[src/rtl/alarm_controller.sv]
// Alarm stage fed by the 1 Hz clock counter: stores the alarm time, rings on a
// match, and handles snooze (bounded), stop, disarm and ring auto-timeout.
module alarm_controller #(
  parameter int unsigned RING_SEC   = 60,
  parameter int unsigned SNOOZE_SEC = 300,
  parameter int unsigned MAX_SNOOZE = 3
) (
  input  logic       Clk_1sec,
  input  logic       reset,
  input  logic [5:0] seconds,
  input  logic [5:0] minutes,
  input  logic [4:0] hours,
  input  logic       alarm_enable,
  input  logic       set_alarm,
  input  logic [4:0] alarm_hours_in,
  input  logic [5:0] alarm_minutes_in,
  input  logic       snooze,
  input  logic       stop,
  output logic       buzzer,
  output logic [1:0] alarm_state,
  output logic [1:0] snooze_count,
  output logic [4:0] alarm_hours,
  output logic [5:0] alarm_minutes
);

  localparam logic [1:0]  ST_IDLE     = 2'd0;
  localparam logic [1:0]  ST_RINGING  = 2'd1;
  localparam logic [1:0]  ST_SNOOZING = 2'd2;
  localparam logic [15:0] RING_LOAD   = 16'(RING_SEC - 1);
  localparam logic [15:0] SNOOZE_LOAD = 16'(SNOOZE_SEC - 1);
  localparam logic [1:0]  MAX_CNT     = 2'(MAX_SNOOZE);

  logic [1:0]  state_q, state_d;
  logic [15:0] timer_q, timer_d;
  logic [1:0]  snooze_count_q, snooze_count_d;
  logic [4:0]  alarm_hours_q, alarm_hours_d;
  logic [5:0]  alarm_minutes_q, alarm_minutes_d;
  logic        buzzer_q, buzzer_d;
  logic        load_ok_s;
  logic        match_s;

  assign load_ok_s = set_alarm && (alarm_hours_in < 5'd24) && (alarm_minutes_in < 6'd60);
  assign match_s   = alarm_enable && (hours == alarm_hours_q) &&
                     (minutes == alarm_minutes_q) && (seconds == 6'd0);

  // State register and datapath flops
  always_ff @(posedge Clk_1sec or posedge reset) begin
    if (reset) begin
      state_q         <= ST_IDLE;
      timer_q         <= 16'd0;
      snooze_count_q  <= 2'd0;
      alarm_hours_q   <= 5'd0;
      alarm_minutes_q <= 6'd0;
      buzzer_q        <= 1'b0;
    end else begin
      state_q         <= state_d;
      timer_q         <= timer_d;
      snooze_count_q  <= snooze_count_d;
      alarm_hours_q   <= alarm_hours_d;
      alarm_minutes_q <= alarm_minutes_d;
      buzzer_q        <= buzzer_d;
    end
  end

  // Next-state logic; a valid load overrides every event transition
  always_comb begin
    state_d         = state_q;
    timer_d         = timer_q;
    snooze_count_d  = snooze_count_q;
    alarm_hours_d   = alarm_hours_q;
    alarm_minutes_d = alarm_minutes_q;
    if (load_ok_s) begin
      alarm_hours_d   = alarm_hours_in;
      alarm_minutes_d = alarm_minutes_in;
      state_d         = ST_IDLE;
      snooze_count_d  = 2'd0;
      timer_d         = 16'd0;
    end else begin
      case (state_q)
        ST_IDLE: begin
          if (match_s) begin
            state_d        = ST_RINGING;
            timer_d        = RING_LOAD;
            snooze_count_d = 2'd0;
          end else begin
            state_d = ST_IDLE;
          end
        end
        ST_RINGING: begin
          if (stop || !alarm_enable) begin
            state_d = ST_IDLE;
          end else if (snooze && (snooze_count_q < MAX_CNT)) begin
            state_d        = ST_SNOOZING;
            timer_d        = SNOOZE_LOAD;
            snooze_count_d = snooze_count_q + 2'd1;
          end else if (timer_q == 16'd0) begin
            state_d = ST_IDLE;
          end else begin
            timer_d = timer_q - 16'd1;
          end
        end
        ST_SNOOZING: begin
          if (stop || !alarm_enable) begin
            state_d = ST_IDLE;
          end else if (timer_q == 16'd0) begin
            state_d = ST_RINGING;
            timer_d = RING_LOAD;
          end else begin
            timer_d = timer_q - 16'd1;
          end
        end
        default: begin
          state_d = ST_IDLE;
        end
      endcase
    end
  end

  // Buzzer is the registered decode of the next state
  always_comb begin
    if (state_d == ST_RINGING) begin
      buzzer_d = 1'b1;
    end else begin
      buzzer_d = 1'b0;
    end
  end

  assign buzzer        = buzzer_q;
  assign alarm_state   = state_q;
  assign snooze_count  = snooze_count_q;
  assign alarm_hours   = alarm_hours_q;
  assign alarm_minutes = alarm_minutes_q;

endmodule

[config.mk]
export PLATFORM = sky130hd
export DESIGN_NAME = alarm_controller
export DESIGN_NICKNAME = d
export VERILOG_FILES = /design/src/rtl/alarm_controller.sv
export SDC_FILE = /design/constraint.sdc
export NUM_CORES = 1
export LEC_CHECK = 0
export CAP_MARGIN = 20
export CORE_AREA = 10 10 87 89
export CTS_CLUSTER_DIAMETER = 30
export DETAILED_ROUTE_END_ITERATION = 12
export DIE_AREA = 0 0 97 99
export PLACE_DENSITY = 0.72
export SLEW_MARGIN = 30
export SYNTH_ARGS = -nofsm -noshare
export SYNTH_HDL_FRONTEND = slang
export SYNTH_SLANG_ARGS = --single-unit
export TNS_END_PERCENT = 20
[constraint.sdc]
create_clock -name Clk_1sec -period 2.6 [get_ports Clk_1sec]
set_input_delay 0.52 -clock Clk_1sec [delete_from_list [all_inputs] [get_ports Clk_1sec]]
set_output_delay 0.52 -clock Clk_1sec [all_outputs]
set_load 0.02 [all_outputs]
==> summary.txt <==
PortBufs - 49
Finished Layout Cells - 366
# clock sinks - 32
Die X - 97 um
Final WL - 5.61 mm
Total congestion overflow - 0
Post-CTS Setup Repair Bufs - 0
RSZ-0062 raised after global routing - false
Core ar. - 5850 um^2
Slew Limit Fails - 0
Final hold violation count - 0
Cells after Synth - 228
Worst-Skew Late Latency - 0.29 ns
Via count - 1935
Distinct cells, synth - 56
Hold path depth - 1
Fin crit share - 0.945
Placed cell count - 358
CTS H-Tree Depth - 2
Hold Startpoint - timer_q[15]
Worst hold path type - flop to flop
Mapped Area - 2090 um^2
Die area - 9600 um^2
Startpoint types - input port
Critical Path RT - 2.80 ns
Synth-to-Final Area Change - 36.9%
Max Cap Violations - 0
Vias in the first global route - 1949
DR iter-0 viols - 120
Worst-path clk slew - 0.07 ns
Worst Hold Path EP - timer_q[15]
Worst r2r src - alarm_state[0]
Async SR Flop Fraction - 1.00
GRT Resource Usage Total - 0.116
Setup ws final - 0.144 ns
Initial antenna violation count - 0
DRC - 0
FF-to-FF path depth - 8
Yosys reg bits - 32
Status - completed
Row cnt - 28
Max Clk Rate - 407 MHz
Total CTS buffers - 5
Post-synthesis sequential area ratio - 0.383
Initial Utilization - 0.357
Root Buffer - clkbuf_8
Worst reg2reg path endpoint - timer_q[14]
EDFF count, synth - 0
Synth Flop Type - dfrtp_1
Syn Area/Cell - 9.16 um^2
Diode count - 0
CP Class - input port to flop
Slew Limit Headroom - 0.549
Synth warn - 0
Least-Margin Pin Slew - 0.671 ns
Critical Path AT - 2.66 ns
First-pass GRT wire length - 9.38 mm
Post-place setup slack - -0.160 ns
Nets@finish - 331
Final min period - 2.46 ns
Resized Gates After CTS - 0
Worst Setup End Kind - flop
Hold-fix buffers, CTS - 0
Post-detail-place hpwl - 4.24 mm
Antenna Violating Nets Remaining - 0
Cell Pwr Density - 426 nW/um^2
Drt pass-1 iters - 4
Num ports - 50
Syn nets - 269
Longest Clk Path Bufs - 2
Die span in y - 99 um
FF-to-FF setup slack - 0.23 ns
Worst ir drop on vdd - 0.000258 V
Layout cells sized above 1 - 0.124
Worst Skew - 0.00369 ns
Max FO, Critical Path - 18
GPL Wtd Cong - 0.831
WL per Instance - 15.3 um
Fin Setup TNS - 0 ns
Largest net degree at the start of global routing - 33
P_leak - 1.27 nW
TritonCTS clock tree - done
# setup viols final - 0
Avg Vias per Cell - 5.29
[worst max-delay path by stage]
stage / start / cells after the start / slack [ns] / endpoint
floorplan: seconds[1] / 7 / 0.28 / timer_q[15]
global placement: seconds[1] / 8 / -0.14 / timer_q[8]
detailed placement: seconds[1] / 8 / -0.16 / timer_q[8]
CTS: seconds[1] / 8 / 0.14 / timer_q[8]
global route: timer_q[0] / 9 / 0.02 / timer_q[14]
finish: seconds[1] / 8 / 0.14 / timer_q[8]
[layer usage]
metal | track usage | wire [um] | vias up
li1 | - | - | 955
met3 | 0.0293 | 282 | 5
met5 | 0 | 0 | -
met1 | 0.144 | 2560 | 930
met2 | 0.192 | 2720 | 45
met4 | 0.0409 | 55 | 0
[through the flow]
| step | power, mW | utilization | hold WS [ns] | cell area (um^2) |
|---|---|---|---|---|
| after floorplan | 0.679 | - | 0.452 | 2090 |
| after global placement | 0.821 | 0.473 | 0.496 | 2770 |
| after detailed placement | 0.827 | 0.473 | 0.494 | 2770 |
| after CTS | 1.24 | 0.489 | 0.508 | 2860 |
| after global routing | 1.28 | 0.489 | 0.531 | 2860 |
| final | 1.22 | 0.489 | 0.506 | 2860 |
[synthesized netlist by cell type, drive strengths merged (2+ instances only)]
library cell,number,share of area
a41oi,2,0.0084
a2bb2oi,3,0.016
nor2b,2,0.0060
xor2,12,0.050
nor3,4,0.0096
buf,3,0.016
or2,2,0.0060
and3,2,0.0060
nor4,7,0.028
nand4,5,0.018
ha,7,0.042
dfrtp,32,0.38
o22a,3,0.013
a21oi,11,0.026
o21ai,12,0.029
o2bb2ai,3,0.013
a21bo,2,0.0096
nand2,40,0.072
mux2i,6,0.029
inv,12,0.022
nor2,9,0.017
o31ai,2,0.0072
o211ai,2,0.0072
o22ai,3,0.0090
and2,3,0.0090
or3,2,0.0060
nand3,12,0.035
clkbuf,5,0.0090
[placed cells by master, fill, tap and decap left out, types with 2 or more instances in the layout]
master / count
clkdlybuf4s50_1: 49
nand2_1: 40
dfrtp_1: 32
xor2_1: 12
inv_1: 12
o21ai_0: 11
nand3_1: 11
buf_4: 11
a21oi_1: 10
nor2_1: 8
ha_1: 7
nor4_1: 6
mux2i_1: 6
clkbuf_8: 6
nor3_1: 4
nand4_1: 4
and2_1: 3
o22ai_1: 3
o2bb2ai_1: 3
buf_12: 3
nor2b_1: 2
a41oi_1: 2
and3_1: 2
o211ai_1: 2
or3_1: 2
o31ai_1: 2
o22a_1: 2
a2bb2oi_1: 2
a21bo_2: 2
clkinv_2: 2
[worst max-delay path: stages]
cell and delay (ns):
clkdlybuf4s50_1 0.41, or4b_4 0.55, nor4_4 0.15, nand4_2 0.17, a221oi_4 0.29, buf_12 0.19, a2bb2o_4 0.21, a22oi_1 0.17
[logic make-up (layout without fill, tap and decap cells)]
logic type | Yosys count | after routing | share of synthesized area
flops | 32 | 32 | 0.383
xor+xnor | 12 | 12 | 0.0503
compound gates | 57 | 57 | 0.209
buf+inv | 20 | 83 | 0.0467
simple gates | 94 | 94 | 0.240
fa+ha+maj | 7 | 7 | 0.0419
mux | 6 | 6 | 0.0288
[sequential cells by signal, summed over array words and instances, names as in the netlist]
register,count
alarm_minutes,6
alarm_hours,5
snooze_count,2
alarm_state,2
buzzer,1
timer_q,16
[final cells by class]
cell class / count / area [um^2]
repair buffers: 63 / 633
multi-input cells: 176 / 1190
fillers: 551 / 2990
clock inverters: 2 / 10.0
flip-flops and latches: 32 / 801
clock buffers: 6 / 82.6
well taps: 75 / 93.8
inverters: 12 / 45.0
[where the power goes]
group / total, mW / switching, mW / internal [mW]
clock: 0.402 / 0.191 / 0.211
combinational: 0.269 / 0.129 / 0.140
sequential: 0.546 / 0.0237 / 0.522
Note: power is estimated with default switching activity, not from simulation.
